<file path="config.mk">
export PLATFORM = sky130hd
export DESIGN_NAME = seq_mult4_ctrl
export DESIGN_NICKNAME = d
export VERILOG_FILES = /design/src/rtl/seq_mult4_ctrl.sv
export SDC_FILE = /design/constraint.sdc
export NUM_CORES = 1
export LEC_CHECK = 0
export CAP_MARGIN = 20
export CORE_ASPECT_RATIO = 1.5
export CORE_MARGIN = 2
export CORE_UTILIZATION = 25
export DETAILED_ROUTE_END_ITERATION = 10
export GPL_TIMING_DRIVEN = 0
export PLACE_DENSITY_LB_ADDON = 0.2
export REMOVE_ABC_BUFFERS = 1
export SETUP_SLACK_MARGIN = 0.5
export SLEW_MARGIN = 25
export SYNTH_ARGS = -nofsm -noshare
export SYNTH_HDL_FRONTEND = slang
export SYNTH_SLANG_ARGS = --single-unit
</file>
<file path="constraint.sdc">
create_clock -name clk -period 3.3 [get_ports clk]
set_input_delay 0.825 -clock clk [delete_from_list [all_inputs] [get_ports clk]]
set_output_delay 0.825 -clock clk [all_outputs]
set_load 0.005 [all_outputs]
</file>
<file path="src/rtl/seq_mult4_ctrl.sv">
// Sequential 4x4 unsigned shift-and-add multiplier. One rcad addition per cycle
// for four cycles, then an 8-bit product is presented with a one-cycle done pulse.

module rcad (
    input  logic [3:0] a,
    input  logic [3:0] b,
    input  logic       m,
    output logic [3:0] s,
    output logic [3:0] c,
    output logic       ov
);

    always_comb begin
        logic carry;
        // NOTE: always_comb assigns every output a default first so no path
        // through the block leaves a signal unassigned (which would infer a latch).
        s     = '0;
        c     = '0;
        carry = m;
        for (int i = 0; i < 4; i++) begin
            s[i]  = a[i] ^ b[i] ^ carry;
            carry = (a[i] & b[i]) | (carry & (a[i] ^ b[i]));
            c[i]  = carry;
        end
    end

    assign ov = c[3] ^ c[2];

endmodule

module seq_mult4_ctrl #(
    parameter int WIDTH = 4
) (
    input  logic                 clk,
    input  logic                 rst,
    input  logic                 start,
    input  logic [WIDTH-1:0]     a,
    input  logic [WIDTH-1:0]     b,
    output logic                 busy,
    output logic                 done,
    output logic [2*WIDTH-1:0]   product
);

    typedef enum logic [1:0] {
        IDLE = 2'd0,
        RUN  = 2'd1,
        DONE = 2'd2
    } state_t;

    state_t           state;
    state_t           state_next;
    logic [WIDTH-1:0] m_reg;
    logic [WIDTH-1:0] q_reg;
    logic [WIDTH-1:0] acc;
    logic [1:0]       cnt;

    logic [3:0] add_b;
    logic [3:0] add_s;
    logic [3:0] add_c;
    logic       ov_unused;

    assign add_b = q_reg[0] ? m_reg : 4'h0;

    rcad u_rcad (
        .a  (acc),
        .b  (add_b),
        .m  (1'b0),
        .s  (add_s),
        .c  (add_c),
        .ov (ov_unused)
    );

    // NOTE: sequential state uses non-blocking assignments so every register
    // samples pre-edge values regardless of statement order.
    always_ff @(posedge clk) begin
        if (rst) begin
            state <= IDLE;
        end else begin
            state <= state_next;
        end
    end

    always_comb begin
        state_next = state;
        case (state)
            IDLE:    if (start) state_next = RUN;
            RUN:     if (cnt == 2'd3) state_next = DONE;
            DONE:    state_next = start ? RUN : IDLE;
            default: state_next = IDLE;
        endcase
    end

    always_ff @(posedge clk) begin
        if (rst) begin
            m_reg   <= '0;
            q_reg   <= '0;
            acc     <= '0;
            cnt     <= '0;
            product <= '0;
        end else begin
            case (state)
                IDLE, DONE: begin
                    if (start) begin
                        m_reg <= a;
                        q_reg <= b;
                        acc   <= '0;
                        cnt   <= '0;
                    end
                end
                RUN: begin
                    // {carry,sum,Q} shifted right by one: the dropped bit is Q[0].
                    {acc, q_reg} <= {add_c[3], add_s, q_reg[3:1]};
                    cnt          <= cnt + 2'd1;
                    if (cnt == 2'd3) begin
                        product <= {add_c[3], add_s, q_reg[3:1]};
                    end
                end
                default: ;
            endcase
        end
    end

    assign busy = (state == RUN);
    assign done = (state == DONE);

endmodule
</file>
==> summary.md <==
| Metric | Value |
|---|---|
| Yosys warnings | 0 |
| Initial Util | 0.2585 |
| Largest register FFs | 8 |
| CP Buf/Inv Count | 2 |
| Synth cell types | 25 |
| Post-layout minimum cycle time | ~2.5 ns |
| CP startpoint kind | flop |
| Area Growth Syn to Fin | 24.83% |
| Endpoints failing hold | 0 |
| Critical-path maximum fanout | 16 |
| Total wire length | 2153 um |
| First-pass DRT Iterations | 4 |
| N_diodes | 0 |
| Hold_buf cts | 0 |
| TritonCTS clock tree | done |
| DRC viols | 0 |
| Ratio of cells with drive above 1 in the final layout | 0.09848 |
| Final Skew | 0.003508 ns |
| Reg with most FFs | product |
| Die ar. | 4867 um2 |
| Cell family with most CP delay | buffers and inverters |
| CTS clk-pin slew, worst paths | roughly 0.09 ns |
| Post-Place Worst Slack | about 0.86 ns |
| CP max stage cell | clkdlybuf4s50_1 |
| Synth Area per Inst | 9.298 um2 |
| Routed met1 length | 936 um |
| First-pass GRT wire length | 3650 um |
| Setup crit end kind | output port |
| Detail Placement HPWL | 1547 um |
| Antenna Violating Nets Remaining | 0 |
| Internal cell power | 0.4880 mW |
| Die height | between 80 and 90 um |
| # nets final | 149 |
| Postcts setup bufs | 0 |
| Final setup vio count | 0 |
| Row cnt | 29 |
| Fin Setup TNS | 0 ns |
| Synth area leaders | dfxtp_1 (45%), nand2_1 (7.0%), fa_1 (5.6%) |
| Pwr dens | around 460 nW/um2 |
| Crit path largest cell delay | 0.52 ns |
| Post-route cell area | approximately 1300 um2 |
| Leakage power figure | 0.4574 nW |
| CP Class | flop to output port |
| Hold WC Path Type | flop to flop |
| Area after DPL | ~1300 um2 |
| Count leader, synth | dfxtp_1 |
| Maximum root-to-sink buffer count | 2 |
| Register area share after synthesis | 0.4455 |
| NetSw | 0.1331 mW |
| Post-synthesis instance total | 116 |
| Synth top cells by count | dfxtp_1 (24), nand2_1 (20), nor2_1 (13), a21oi_1 (6), inv_1 (5) |
| Total grt overflow | 0 |
| VDD IR max | 237.3 uV |
| Met2 routed WL | about 1100 um |
| Slew Limit Fails | 0 |
| Final worst setup slack | 0.7920 ns |
| DIE WIDTH | 57.63 um |
| Initial drt markers | 23 |
| Post-synthesis cell area | 1079 um2 |
| RSZ-0062 raised after global routing | no |
| Top_reg_cell synth | dfxtp_1 |
| Max Clk Rate | 398.7 MHz |
| Clk_lat worst skew | 0.27 ns |
| Root Driver | clkbuf_8 |
| Initial antenna violation count | 0 |
| Number of instances resized during post-cts repair | 0 |
| Total power | between 0.6 and 0.7 mW |
| Synth area leader | dfxtp_1 |
| Sw Ratio | 0.2143 |
| Max Used Layer | met4 |
| Final Wtd Congestion | 0.7377 |
| Met3 routed WL | ~49 um |
| Routed len/inst | 12.10 um |
| Final period util | 0.7600 |
| Core area | 4173 um2 |
| EDFF count, synth | 0 |
| TritonCTS Buffers | 3 |
| Seq pwr share | 0.497 |
| Relative slew slack | 0.3502 |
| Total I/O pin count | 21 |
| Required @ worst endpoint | 2.47 ns |
| Input/output buffers | 20 |
| Via count | 807 |
| Vias in the first global route | a little over 800 |
| Drt via density | 4.534 |
| Max Cap Viol | 0 |
| Outcome | finished clean |
| H-tree depth | 1 |
| CP Cell Sequence | nand2b_2, inv_1, clkdlybuf4s50_1 |
| Clk pwr share | 0.415 |
| Top cell type's share of synthesized area | 0.4455 |
| Synthesized flop and latch total | 24 |
| Clock Sinks | 24 |
| Total GRT Usage | 0.09879 |
| Worst Path Arrival | between 1.5 and 2 ns |
| Fillers | 447 |
| Slew @ Worst Pin | around 0.97 ns |
| Combinational power share | 0.087 |
| Async SR Flop Fraction | 0 |
| Pin count of the biggest net entering global routing | 25 |
[per-stage QoR]
stage | hold WS (ns) | cells | util
after global placement | 0.4473 | 174 | 0.3049
final | 0.4640 | 178 | 0.3226
after detailed placement | 0.4503 | 174 | 0.3049
after global routing | 0.4991 | 178 | 0.3226
after CTS | 0.4641 | 178 | 0.3220
after floorplan | 0.4257 | 108 | -
[cells by family (layout without fill, tap and decap cells)]
logic type	after synthesis	after routing	synth area share
AOI/OAI and AO/OA	19	19	0.1369
muxes	4	4	0.03712
adders and majority gates	5	5	0.07888
DFF	24	24	0.4455
buffers and inverters	13	29	0.07657
and+or+nand+nor	51	51	0.2251
[layout make-up]
class / count / area (um2) / area share
Timing Repair Buffer: 20 / 200.2 / 0.1487
Clock inverter: 1 / 30.03 / 0.02230
Sequential cell: 24 / 480.5 / 0.3569
Multi-Input combinational cell: 79 / 518.0 / 0.3848
Inverter: 5 / 18.77 / 0.01394
Tap cell: 46 / 57.56 / 0.04275
Clock buffer: 3 / 41.29 / 0.03067
[worst min-delay path, delay by kind of cell, from the launching register on]
family / cells / cell delay, ns
and+or+nand+nor: 1 / 0.05
AOI/OAI and AO/OA: 1 / 0.05
DFF: 1 / 0.31
[final timing paths]
path | from | endpoint | slack, ns | depth (start not counted)
setup / recovery | state[0] | busy | 0.79 | 3
hold / removal | m_reg[0] | m_reg[0] | 0.46 | 2
setup reg to reg | q_reg[0] | acc[2] | 0.87 | 9
hold reg to reg | m_reg[0] | m_reg[0] | 0.46 | 2
[power by group through the flow]
stage / combinational, mW / clock, mW / sequential (mW)
floorplan: 0.0285 / 0 / 0.313
global placement: 0.0538 / 0 / 0.315
detailed placement: 0.0550 / 0 / 0.316
CTS: 0.0550 / 0.265 / 0.309
global route: 0.0620 / 0.276 / 0.311
finish: 0.0543 / 0.258 / 0.309
[layer usage]
| metal | vias up | GRT usage |
|---|---|---|
| li1 | 417 | - |
| met1 | 372 | 0.1174 |
| met2 | 13 | 0.1622 |
| met3 | 5 | 0.01387 |
| met4 | 0 | 0.06342 |
| met5 | - | 0 |
[cell usage in the layout (no fill, tap or decap), drive strengths merged]
master	instances
and2b	1
nand2b	3
a311oi	4
o21a	1
nand3	2
nand2	20
a21oi	6
bufinv	1
and3b	1
inv	5
a211oi	4
a31oi	4
mux2i	4
fa	3
and2	1
nor2b	2
clkbuf	3
dfxtp	24
nor3b	4
nor2	17
clkdlybuf4s50	20
ha	2
Power figures use the tool's default switching activity.
